[config.mk]
export PLATFORM = sky130hd
export DESIGN_NAME = raster_pidx_fetch_flat
export DESIGN_NICKNAME = d
export VERILOG_FILES = /design/src/rtl/raster_pidx_fetch_if.sv /design/src/rtl/raster_pidx_fetch.sv /design/src/flat_wrapper.sv
export SDC_FILE = /design/constraint.sdc
export NUM_CORES = 1
export LEC_CHECK = 0
export BUFFER_PORTS_ARGS = -buffer_cell sky130_fd_sc_hd__buf_2
export CORE_ASPECT_RATIO = 0.9
export CORE_UTILIZATION = 55
export CTS_BUF_LIST = sky130_fd_sc_hd__clkbuf_16
export DETAILED_ROUTE_END_ITERATION = 8
export PLACE_DENSITY = 0.81
export SKIP_CTS_REPAIR_TIMING = 1
export SYNTH_ARGS = -nofsm -noshare
export SYNTH_HDL_FRONTEND = slang
export SYNTH_SLANG_ARGS = --single-unit
export TNS_END_PERCENT = 30
[constraint.sdc]
create_clock -name clk -period 6.4 [get_ports clk]
set_input_delay 0.64 -clock clk [delete_from_list [all_inputs] [get_ports clk]]
set_output_delay 0.64 -clock clk [all_outputs]
set_load 0.02 [all_outputs]
[src/rtl/raster_pidx_fetch_if.sv]
// Bundles the memory request/response and primitive-index output streams of raster_pidx_fetch.
// master = the fetch block, slave = the memory arbiter / setup stage side.
interface raster_pidx_fetch_if #(
   parameter int TAG_WIDTH = 4
);
   // Each channel moves one beat on a rising clk edge where valid && ready;
   // the sender holds valid and its payload stable until that beat.
   logic                 mem_req_valid;
   logic [31:0]          mem_req_addr;
   logic [TAG_WIDTH-1:0] mem_req_tag;
   logic                 mem_req_ready;
   logic                 mem_rsp_valid;
   logic [31:0]          mem_rsp_data;
   logic [TAG_WIDTH-1:0] mem_rsp_tag;
   logic                 mem_rsp_ready;
   logic                 pid_valid;
   logic [31:0]          pid_data;
   logic                 pid_last;
   logic                 pid_ready;

   modport master (
      output mem_req_valid, mem_req_addr, mem_req_tag,
      input  mem_req_ready,
      input  mem_rsp_valid, mem_rsp_data, mem_rsp_tag,
      output mem_rsp_ready,
      output pid_valid, pid_data, pid_last,
      input  pid_ready
   );

   modport slave (
      input  mem_req_valid, mem_req_addr, mem_req_tag,
      output mem_req_ready,
      output mem_rsp_valid, mem_rsp_data, mem_rsp_tag,
      input  mem_rsp_ready,
      input  pid_valid, pid_data, pid_last,
      output pid_ready
   );
endinterface

[src/rtl/raster_pidx_fetch.sv]
// Streams pidx_size 32-bit primitive indices from pidx_addr (csrs[31:0], size in csrs[63:32]) to setup.
// Optional macro RASTER_PIDX_PERF_EN adds saturating memory/output stall counters.
module raster_pidx_fetch #(
   parameter int MAX_PENDING = 4,
   parameter int TAG_WIDTH   = 4
) (
   input  logic                 clk,
   input  logic                 reset,
   input  logic                 start,
   input  logic [255:0]         csrs,
   raster_pidx_fetch_if.master  bus,
   output logic                 busy,
   output logic                 done,
   output logic [1:0]           dbg_state
`ifdef RASTER_PIDX_PERF_EN
   ,
   output logic [31:0]          perf_mem_stalls,
   output logic [31:0]          perf_out_stalls
`endif
);

   localparam logic [1:0] S_IDLE  = 2'd0;
   localparam logic [1:0] S_FETCH = 2'd1;
   localparam logic [1:0] S_DRAIN = 2'd2;
   localparam int AW = $clog2(MAX_PENDING);

   logic [1:0]           state_q, state_d;
   logic [31:0]          base_q, base_d;
   logic [31:0]          size_q, size_d;
   logic [31:0]          req_cnt_q, req_cnt_d;
   logic [31:0]          out_cnt_q, out_cnt_d;
   logic [TAG_WIDTH-1:0] tag_q, tag_d;
   logic                 done_q, done_d;
   logic [AW:0]          wr_ptr_q, rd_ptr_q;
   logic [31:0]          fifo_mem [MAX_PENDING];

   logic [31:0] pending;
   logic        req_fire, push, pop, fifo_empty;
   logic        unused_bits;

   // Pending covers issued-but-not-yet-output indices, so the FIFO can never be overrun.
   assign pending    = req_cnt_q - out_cnt_q;
   assign fifo_empty = (wr_ptr_q == rd_ptr_q);

   assign bus.mem_req_valid = (state_q == S_FETCH) && (req_cnt_q < size_q) &&
                              (pending < 32'(MAX_PENDING));
   assign bus.mem_req_addr  = base_q + {req_cnt_q[29:0], 2'b00};
   assign bus.mem_req_tag   = tag_q;
   assign bus.mem_rsp_ready = 1'b1;
   assign bus.pid_valid     = !fifo_empty;
   assign bus.pid_data      = fifo_mem[rd_ptr_q[AW-1:0]];
   assign bus.pid_last      = !fifo_empty && (out_cnt_q == size_q - 32'd1);

   assign req_fire  = bus.mem_req_valid && bus.mem_req_ready;
   assign push      = bus.mem_rsp_valid && (state_q != S_IDLE);
   assign pop       = !fifo_empty && bus.pid_ready;
   assign busy      = (state_q != S_IDLE);
   assign done      = done_q;
   assign dbg_state = state_q;

   assign unused_bits = ^{csrs[255:64], bus.mem_rsp_tag};

   always_comb begin
      state_d   = state_q;
      base_d    = base_q;
      size_d    = size_q;
      req_cnt_d = req_cnt_q + 32'(req_fire);
      out_cnt_d = out_cnt_q + 32'(pop);
      tag_d     = tag_q + TAG_WIDTH'(req_fire);
      done_d    = 1'b0;
      case (state_q)
         S_IDLE: begin
            if (start) begin
               if (csrs[63:32] == 32'd0) begin
                  done_d = 1'b1;
               end else begin
                  base_d    = csrs[31:0];
                  size_d    = csrs[63:32];
                  req_cnt_d = 32'd0;
                  out_cnt_d = 32'd0;
                  state_d   = S_FETCH;
               end
            end
         end
         S_FETCH: begin
            if (req_cnt_d == size_q) state_d = S_DRAIN;
         end
         S_DRAIN: begin
            if (out_cnt_d == size_q) begin
               state_d = S_IDLE;
               done_d  = 1'b1;
            end
         end
         default: state_d = S_IDLE;
      endcase
   end

   always_ff @(posedge clk) begin
      if (reset) begin
         state_q   <= S_IDLE;
         base_q    <= 32'd0;
         size_q    <= 32'd0;
         req_cnt_q <= 32'd0;
         out_cnt_q <= 32'd0;
         tag_q     <= '0;
         done_q    <= 1'b0;
         wr_ptr_q  <= '0;
         rd_ptr_q  <= '0;
      end else begin
         state_q   <= state_d;
         base_q    <= base_d;
         size_q    <= size_d;
         req_cnt_q <= req_cnt_d;
         out_cnt_q <= out_cnt_d;
         tag_q     <= tag_d;
         done_q    <= done_d;
         if (push) wr_ptr_q <= wr_ptr_q + (AW+1)'(1);
         if (pop)  rd_ptr_q <= rd_ptr_q + (AW+1)'(1);
      end
   end

   always_ff @(posedge clk) begin
      if (push) fifo_mem[wr_ptr_q[AW-1:0]] <= bus.mem_rsp_data;
   end

`ifdef RASTER_PIDX_PERF_EN
   logic [31:0] perf_mem_q, perf_out_q;

   always_ff @(posedge clk) begin
      if (reset) begin
         perf_mem_q <= 32'd0;
         perf_out_q <= 32'd0;
      end else begin
         if (bus.mem_req_valid && !bus.mem_req_ready && (perf_mem_q != '1))
            perf_mem_q <= perf_mem_q + 32'd1;
         if (bus.pid_valid && !bus.pid_ready && (perf_out_q != '1))
            perf_out_q <= perf_out_q + 32'd1;
      end
   end

   assign perf_mem_stalls = perf_mem_q;
   assign perf_out_stalls = perf_out_q;
`endif

endmodule

[src/flat_wrapper.sv]
// flat-port wrapper written by rule: the top's interface ports become plain ports
module raster_pidx_fetch_flat 
#(
   parameter int MAX_PENDING = 4,
   parameter int TAG_WIDTH   = 4
)
  (clk, reset, start, csrs, busy, done, dbg_state, bus_mem_req_valid, bus_mem_req_addr, bus_mem_req_tag, bus_mem_req_ready, bus_mem_rsp_valid, bus_mem_rsp_data, bus_mem_rsp_tag, bus_mem_rsp_ready, bus_pid_valid, bus_pid_data, bus_pid_last, bus_pid_ready);
  raster_pidx_fetch_if #(.TAG_WIDTH(TAG_WIDTH)) bus_i ();
  input  logic clk;
  input  logic reset;
  input  logic start;
  input  logic [255:0] csrs;
  output logic busy;
  output logic done;
  output logic [1:0] dbg_state;
  output wire logic [$bits(bus_i.mem_req_valid)-1:0] bus_mem_req_valid;
  output wire logic [$bits(bus_i.mem_req_addr)-1:0] bus_mem_req_addr;
  output wire logic [$bits(bus_i.mem_req_tag)-1:0] bus_mem_req_tag;
  input wire logic [$bits(bus_i.mem_req_ready)-1:0] bus_mem_req_ready;
  input wire logic [$bits(bus_i.mem_rsp_valid)-1:0] bus_mem_rsp_valid;
  input wire logic [$bits(bus_i.mem_rsp_data)-1:0] bus_mem_rsp_data;
  input wire logic [$bits(bus_i.mem_rsp_tag)-1:0] bus_mem_rsp_tag;
  output wire logic [$bits(bus_i.mem_rsp_ready)-1:0] bus_mem_rsp_ready;
  output wire logic [$bits(bus_i.pid_valid)-1:0] bus_pid_valid;
  output wire logic [$bits(bus_i.pid_data)-1:0] bus_pid_data;
  output wire logic [$bits(bus_i.pid_last)-1:0] bus_pid_last;
  input wire logic [$bits(bus_i.pid_ready)-1:0] bus_pid_ready;
  assign bus_mem_req_valid = bus_i.mem_req_valid;
  assign bus_mem_req_addr = bus_i.mem_req_addr;
  assign bus_mem_req_tag = bus_i.mem_req_tag;
  assign bus_i.mem_req_ready = bus_mem_req_ready;
  assign bus_i.mem_rsp_valid = bus_mem_rsp_valid;
  assign bus_i.mem_rsp_data = bus_mem_rsp_data;
  assign bus_i.mem_rsp_tag = bus_mem_rsp_tag;
  assign bus_mem_rsp_ready = bus_i.mem_rsp_ready;
  assign bus_pid_valid = bus_i.pid_valid;
  assign bus_pid_data = bus_i.pid_data;
  assign bus_pid_last = bus_i.pid_last;
  assign bus_i.pid_ready = bus_pid_ready;
  raster_pidx_fetch #(.MAX_PENDING(MAX_PENDING), .TAG_WIDTH(TAG_WIDTH)) u_core (.clk(clk), .reset(reset), .start(start), .csrs(csrs), .bus(bus_i), .busy(busy), .done(done), .dbg_state(dbg_state));
endmodule
Word-level counts from Yosys, hierarchy flattened:

Memories as Yosys holds them, arrays and structs flattened. A register that Yosys moved wholly into a read port is not among the register bits.
Cells that the tools add are included.

* register bits: 141
* bits in writable memories: 128
* memories: 1

* add/sub/neg operators: 8
* $lt $le $gt $ge: 2
* equal/unequal tests: 10
* multiplexer cells: 19
* bitwise gates (word level): 1
* reduce and logical (&&, ||, !) cells: 12

Memories
* u_core.fifo_mem: words 4, width 32, rd ports 1, clocked after Yosys merged registers in 1, write ports 1, line raster_pidx_fetch.sv:35 `logic [31:0] fifo_mem [MAX_PENDING];`

Operator list (number)
* $mux W32: 6
* $eq A32 B32 Y1: 3
* $add A32 B1 Y32: 2
* $add A32 B32 Y32: 1
* $logic_not A32 Y1: 1
* $lt A32 B3 Y1 const B: 1
* $lt A32 B32 Y1: 1
* $sub A32 B1 Y32 const B: 1
* $sub A32 B32 Y32: 1
* $mux W2: 6
* $add A3 B1 Y3 const B: 2
* $logic_and A1 B1 Y1: 6
* $ne A2 B2 Y1 const B: 3
* $pmux W2 S3: 1
* $mux W1: 5
* $add A4 B1 Y4: 1
* $reduce_and A4 Y1: 1
* $eq A3 B3 Y1: 1
* $reduce_and A3 Y1: 1
* $eq A2 B1 Y1 const B: 1
* $eq A2 B2 Y1 const B: 1
* $logic_not A2 Y1: 1
* $ne A2 B1 Y1 const B: 1
* $pmux W1 S2: 1
* 3 further kinds: 3

Depth between registers and ports, before layout:

Gate-level depths: netlist of the first run.

* word-level depth: 8
* depth in mapped cells: 27
* gate-level depth less buffers: 24

Worst setup path after synthesis of the first run:

OpenSTA, ideal clock, no wires.

* path kind: flip-flop to flip-flop
* from: register u_core.out_cnt_q[6]
* to: register u_core.state_q[1], in the netlist u_core.dbg_state[1]
* setup time: 0.070 ns
* data arrival time: 5.560 ns
* required time: 6.330 ns
* path slack: 0.769 ns
* cell stages (with the launch flop): 26
* path buffers: 2
* clock period less this slack: 5.631 ns
* cells stage by stage: dfxtp_1 clkbuf_1 inv_1 ha_1 a21oi_1 o22ai_1 a221oi_1 nand4_1 nor4_1 o2111ai_1 nor4_1 nand4_1 or4_1 nor4b_1 ha_1 ha_1 and4_1 clkbuf_1 nand3_1 xor2_1 xnor2_1 or4_1 nor3_1 nand4_1 or2_2 a21oi_1

* cells in the longest elaborated chain, start to end: 8

Ends and longest elaborated chain
* from (decl): line raster_pidx_fetch.sv:31 `logic [31:0] out_cnt_q, out_cnt_d;`
* from (signal assigned): line raster_pidx_fetch.sv:114 `out_cnt_q <= out_cnt_d;`
* $sub A32 B32 Y32: line raster_pidx_fetch.sv:42 `assign pending = req_cnt_q - out_cnt_q;`
* $lt A32 B3 Y1: line raster_pidx_fetch.sv:46 `(pending < 32'(MAX_PENDING));`
* $logic_and A1 B1 Y1: line raster_pidx_fetch.sv:45 `assign bus.mem_req_valid = (state_q == S_FETCH) && (req_cnt_q < size_q) &&`
* $logic_and A1 B1 Y1: line raster_pidx_fetch.sv:54 `assign req_fire = bus.mem_req_valid && bus.mem_req_ready;`
* $add A32 B1 Y32: line raster_pidx_fetch.sv:67 `req_cnt_d = req_cnt_q + 32'(req_fire);`
* $eq A32 B32 Y1: line raster_pidx_fetch.sv:86 `if (req_cnt_d == size_q) state_d = S_DRAIN;`
* $ne A2 B2 Y1 (no line)
* $reduce_and A4 Y1 (no line) (*)
* to (signal assigned): line raster_pidx_fetch.sv:110 `state_q <= state_d;`
* to (decl): line raster_pidx_fetch.sv:27 `logic [1:0] state_q, state_d;`

Mark *: on every way between the ends. The rest lies on a longest branch, timed or not.
A chain may end at the register's enable or synchronous reset.

Worst setup path in the final report of the first run:

* from: register u_core.size_q[31]
* to: register u_core.state_q[1], in the netlist u_core.dbg_state[1]

* cells in the longest elaborated chain, start to end: 8

Ends and longest elaborated chain
* from (decl): line raster_pidx_fetch.sv:29 `logic [31:0] size_q, size_d;`
* from (signal assigned): line raster_pidx_fetch.sv:112 `size_q <= size_d;`
* $lt A32 B32 Y1: line raster_pidx_fetch.sv:45
* $logic_and A1 B1 Y1 (2 in series): line raster_pidx_fetch.sv:45
* $logic_and A1 B1 Y1: line raster_pidx_fetch.sv:54
* $add A32 B1 Y32: line raster_pidx_fetch.sv:67
* $eq A32 B32 Y1: line raster_pidx_fetch.sv:86
* $ne A2 B2 Y1 (no line)
* $reduce_and A4 Y1 (no line) (*)

Marks and branches as above.

==> results of run 1 <==
[sequential cells by signal, indices dropped and copies added (netlist names), named ones only]
| register | count |
|---|---|
| u_core.base_q | 32 |
| u_core.done | 1 |
| u_core.bus.mem_req_tag | 4 |
| u_core.fifo_mem | 128 |
| u_core.dbg_state | 2 |
| u_core.wr_ptr_q | 3 |
| u_core.rd_ptr_q | 3 |
| u_core.out_cnt_q | 32 |
| u_core.size_q | 32 |
| u_core.req_cnt_q | 32 |
[layer usage]
layer / vias up / GRT usage [%] / share of wire, %
li1: 6934 / - / -
met1: 7178 / 42.88 / 39
met2: 860 / 56.01 / 46
met3: 189 / 6.732 / 9.6
met4: 2 / 15.64 / 5.6
met5: - / 0 / 0.034
[final timing paths]
check | start | end | slack [ns]
max | u_core.size_q[31] | u_core.dbg_state[1] | 0.13
min | bus_mem_rsp_data[18] | u_core.fifo_mem[0][18] | 0.32
max reg2reg | u_core.size_q[31] | u_core.dbg_state[1] | 0.13
min reg2reg | u_core.base_q[8] | u_core.base_q[8] | 0.46
[cell type report]
class                           count  share of cell area (%)
Clock buffer                       27                   3.418
Timing Repair Buffer              366                   11.67
Sequential cell                   271                   33.93
Tap cell                          396                   2.506
Multi-Input combinational cell   1309                   45.91
Clock inverter                     19                  0.8480
Inverter                           90                   1.709
[synth_stat cells, types with 7 or more instances]
cell | count | share of area, %
nand4_1 | 44 | 1.7
a31oi_1 | 14 | 0.54
a211oi_1 | 15 | 0.69
and4_1 | 9 | 0.48
clkbuf_1 | 63 | 1.4
and2_1 | 16 | 0.61
edfxtp_1 | 128 | 24
o211ai_1 | 8 | 0.37
nor3_1 | 43 | 1.3
buf_2 | 8 | 0.24
mux2i_1 | 9 | 0.55
o21a_1 | 11 | 0.51
ha_1 | 102 | 7.8
buf_1 | 12 | 0.28
nand2_1 | 210 | 4.8
xnor2_1 | 142 | 7.6
o21ai_0 | 47 | 1.4
dfxtp_1 | 143 | 18
mux4_2 | 32 | 4.4
nor4_1 | 28 | 1.1
o22ai_1 | 8 | 0.31
or4_1 | 9 | 0.41
or3_1 | 12 | 0.46
inv_1 | 90 | 2.1
a21oi_1 | 143 | 4.4
nor2b_1 | 11 | 0.42
a21o_1 | 21 | 0.96
and3_1 | 18 | 0.69
nand3_1 | 54 | 1.7
xor2_1 | 49 | 2.6
nand2b_1 | 17 | 0.65
o2111ai_1 | 7 | 0.38
nor2_1 | 148 | 3.4
[cells by family (layout without fill, tap and decap cells)]
logic type / count (synthesis) / count (layout)
buf+inv: 177 / 502
fa+ha+maj: 103 / 103
mux: 43 / 43
compound gates: 327 / 327
flops: 271 / 271
other cells: 1 / 1
simple gates: 644 / 644
xor+xnor: 191 / 191
[power by group]
group	switching [mW]	internal (mW)
combinational	0.431	0.279
sequential	0.0360	1.86
clock	0.668	0.882
total	1.13	3.02
[stage by stage]
step | hold WS (ns) | instances | power (mW) | util, %
5_1_grt | 0.3063 | 2478 | 4.276 | 67.97
2_1_floorplan | 0.4367 | 1757 | 2.363 | -
3_5_place_dp | 0.4535 | 2430 | 2.604 | 64.62
4_1_cts | 0.3113 | 2476 | 4.125 | 67.52
6_report | 0.3237 | 2478 | 4.154 | 67.97
3_3_place_gp | 0.4412 | 2430 | 2.582 | 64.62
==> results.md, run 1 <==
- Outcome: complete, no violations
- Routed WL per cell: between 20 and 25 µm
- Routed Antenna Nets: 0
- # IOs: 374
- PortBufs: 176
- Crit path top cell by count: buf_4
- First-pass GRT wire length: 78870 µm
- Max_slew headroom: 36.66%
- Slowest CP cell: or4_1
- Xor/xnor share of the synthesized area: 10.23%
- Final Hold Vio Count: 0
- Post-synthesis mux area share: just over 5%
- Largest net degree at the start of global routing: 80
- DIE WIDTH: 183.7 µm
- Most frequent cells in the layout: 210 x nand2_1, 190 x buf_4, 176 x buf_2
- Critical Path Fanout Max: 8
- Startpoint types: register
- Crit end category: register
- Critical Path RT: 6.86 ns
- Die height: 165.6 µm
- Buf/Inv on CP: 5
- CP Depth: 27
- Root Buffer: clkbuf_16
- Primary FF master, synth: dfxtp_1
- Mapped cell area: 0.01635 mm²
- Power per standard cell area: 210.1 mW/mm²
- Setup slack after layout: around 0.13 ns
- Synth Area in Compound Gates: 12.40%
- Clk sinks: 271
- Initial antenna violation count: 1
- Vias in the first global route: 14.59k
- H-Tree Depth: 1
- Period utilization: 97.99%
- Critical Path AT: 6.73 ns
- Top delay family on crit path: simple AND/OR/NAND/NOR gates
- DP Area: 0.01880 mm²
- Pleak: 8.175 nW
- First DRT Iteration DRCs: 1508
- Insertion delay to the later sink of the worst-skew pair: roughly 0.54 ns
- Largest family of logic cells by synthesized area: simple AND/OR/NAND/NOR gates
- Longest Clk Path Bufs: 3
- TritonCTS clock tree: yes
- Die area: 0.03042 mm²
- Placer Congestion: 1.047
- Vias per cell: 6.119
- First drt pass iteration count: 5
- Cell row count: 59
- Crit path time final: 6.271 ns
- Clock skew: 0.01028 ns
- Design area: around 0.020 mm²
- # diodes: 0
- Effective utilization at floorplan: a little under three fifths
- Max-Cap Viols: 0
- Synth cell types: a little over 70
- Setup TNS: 0 ns
- Hold depth: 1
- DR vias: 15.16k
- Synthesized flop and latch total: roughly 270
- Seq/Total Area, Yosys: 41.02%
- Commonest non-fill, non-tap cell in the layout: nand2_1
- Number of buffers created by CTS: 26
- HP Class: primary input to register
- Pre-CTS setup slack: -0.2420 ns
- Nets: 2465
- Synth-to-layout area growth: 20.93%
- Post-synthesis adder-cell area fraction: 7.929%
- Register area: 0.006709 mm²
- Reg clk slew, reported paths: approximately 0.06 ns
- Share of cells above drive strength 1: 22.91%
- Core Area: approximately 0.029 mm²
- Simple-gate portion of the synthesized area: 19.08%
- Average instance area after synthesis: 9.305 µm²
- Syn Inst Count: 1757
- Max Fclk: approximately 160 MHz
- Final setup viols: 0
- Post-synth EDFFs: 128
- R2r worst-path depth: 27
- Async S/R FF share, synth: 0%
- Ys Warns: 0
- Final Slew Violations: 0
- WS Path Type: register to register
- # DRC: 0
- Syn nets: approximately 2.2k
- CP peak stage delay: about 0.58 ns
- Multi-input logic area: 0.009077 mm²
- Fill cells: 2209
- GRT Overall Usage: between 30 and 40%
- Total Wirelength: approximately 53000 µm
- Congestion Overflow GR: 0
- Worst-Margin Slew: 0.9382 ns
- Peak supply drop: 0.2013 mV
- Dpl hpwl: 38710 µm
(Power assumes the default switching activity.)
==> run 2, diff against run 1 <==
PLACE_DENSITY = 0.79   (was 0.81)
==> run 2 against run 1 <==
Compared with the run above:
- count of clock-buffer cells in the layout is 2 higher
- cell count down 0.65%
- power rose by 2.8%
- core utilization fell by 0.064 points
- via count down 3.2%
- worst hold slack got worse by 0.024 ns
- non-clock buffer count down 23
- critical path type unchanged
==> results.md, run 2 (same netlist as run 1, synthesis figures left out) <==
- Vias in the first global route: ~14k
- Most frequent cells in the layout: 210 x nand2_1, 177 x buf_2, 164 x buf_4
- Routed WL per cell: 20.41 µm
- First-pass GRT wire length: 74930 µm
- DIE WIDTH: 183.7 µm
- Pre-CTS setup slack: -0.05836 ns
- Number of buffers created by CTS: 28
- HP Class: primary input to register
- Vias per cell: 5.962
- Longest Clk Path Bufs: 3
- R2R Setup Slk: 0.29 ns
- Largest register FFs: 128
- First drt pass iteration count: 5
- Slowest CP cell: or4_4
- Period utilization: 95.52%
- Critical Path Fanout Max: 4
- TritonCTS clock tree: yes
- Dpl hpwl: 38160 µm
- Effective utilization at floorplan: 56.21%
- Clock skew: about 0.013 ns
- # DRC: 0
- Crit end category: register
- Core Area: 0.02909 mm²
- Startpoint types: register
- Total Power: approximately 4.3 mW
- DR vias: 14.68k
- Outcome: complete, no violations
- Met3 wire len: 4307 µm
- Setup TNS: 0 ns
- Final Slew Violations: 0
- Met1 wire length: about 21000 µm
- PortBufs: 176
- Clk sinks: 271
- Worst hold slack: roughly 0.3 ns
- First DRT Iteration DRCs: about 1.4k
- Routed Antenna Nets: 0
- Synth-to-layout area growth: 20.82%
- Setup slack after layout: 0.2865 ns
- Crit path time final: 6.113 ns
- Max_slew headroom: around 40%
- Insertion delay to the later sink of the worst-skew pair: 0.55 ns
- Power per standard cell area: 216.2 mW/mm²
- Reg clk slew, reported paths: 0.07 ns
- Top sig layer: met4
- # IOs: 374
- Nets: around 2.4k
- Final Util: 67.91%
- Share of cells above drive strength 1: 22.08%
- Initial antenna violation count: 0
- Cell row count: 59
- WS Path Type: register to register
- Met2 WL: roughly 22000 µm
- Max-Cap Viols: 0
- H-Tree Depth: 1
- Largest net degree at the start of global routing: 65
- Pleak: 8.139 nW
- Die area: approximately 0.030 mm²
- Max Fclk: between 150 and 200 MHz
- Final setup viols: 0
- CP peak stage delay: 0.61 ns
- Placed Instances: roughly 2.4k
- Critical Path RT: about 7 ns
- Peak supply drop: 0.1772 mV
- Final non-filler cell total: 2462
- Placer Congestion: roughly 1.0
- Design area: approximately 0.020 mm²
- GRT Overall Usage: 32.03%
- Root Buffer: clkbuf_16
- DP Area: 0.01860 mm²
- Critical Path AT: 6.59 ns
- Worst-Margin Slew: 0.8758 ns
- Final Hold Vio Count: 0
- Congestion Overflow GR: 0
- Crit path top cell by count: nand4_1
- Commonest non-fill, non-tap cell in the layout: nand2_1
- Die height: 165.6 µm
- Total Wirelength: 50240 µm
-- run 2: cell types whose count changed in the layout (fill, tap and decap cells not counted), sizes merged --
cell and delta:
buf -23, clkbuf +2, inv +2, bufinv +1, clkinv +1, diode +1
-- run 2: final timing paths --
check | to | startpoint | depth (start not counted)
min reg2reg | u_core.base_q[2] | u_core.base_q[2] | 2
min | u_core.fifo_mem[0][10] | bus_mem_rsp_data[10] | 1
max | u_core.dbg_state[1] | u_core.out_cnt_q[19] | 28
max reg2reg | u_core.dbg_state[1] | u_core.out_cnt_q[19] | 28
-- run 2: routing by layer --
metal,vias up,GRT usage [%]
met4,0,14.96
met2,745,50.81
met3,126,5.636
li1,6877,-
met5,-,0
met1,6931,42.66
-- run 2: layout make-up --
type                    count  area (µm²)
inverters                  90       337.8
clock buffers              29       725.7
clock inverters            23       214.0
multi-input cells        1309        9129
well taps                 396       495.5
fillers                  2292        9334
flip-flops and latches    271        6708
repair buffers            343        2140
diodes                      1       2.502
-- run 2: worst max-delay path, delay by kind of cell (launching register included) --
family | cells | cell delay, ns
muxes | 1 | 0.18
DFF | 1 | 0.40
adders and majority gates | 2 | 0.49
and+or+nand+nor | 14 | 3.27
buffers and inverters | 6 | 0.91
AOI/OAI and AO/OA | 5 | 0.79
-- run 2: report_power, final --
part           leakage [nW]  switching, mW  internal (mW)
Clock                 0.477          0.693          0.981
Sequential             2.32         0.0343           1.86
Combinational          5.34          0.424          0.279
Total                  8.14           1.15           3.12
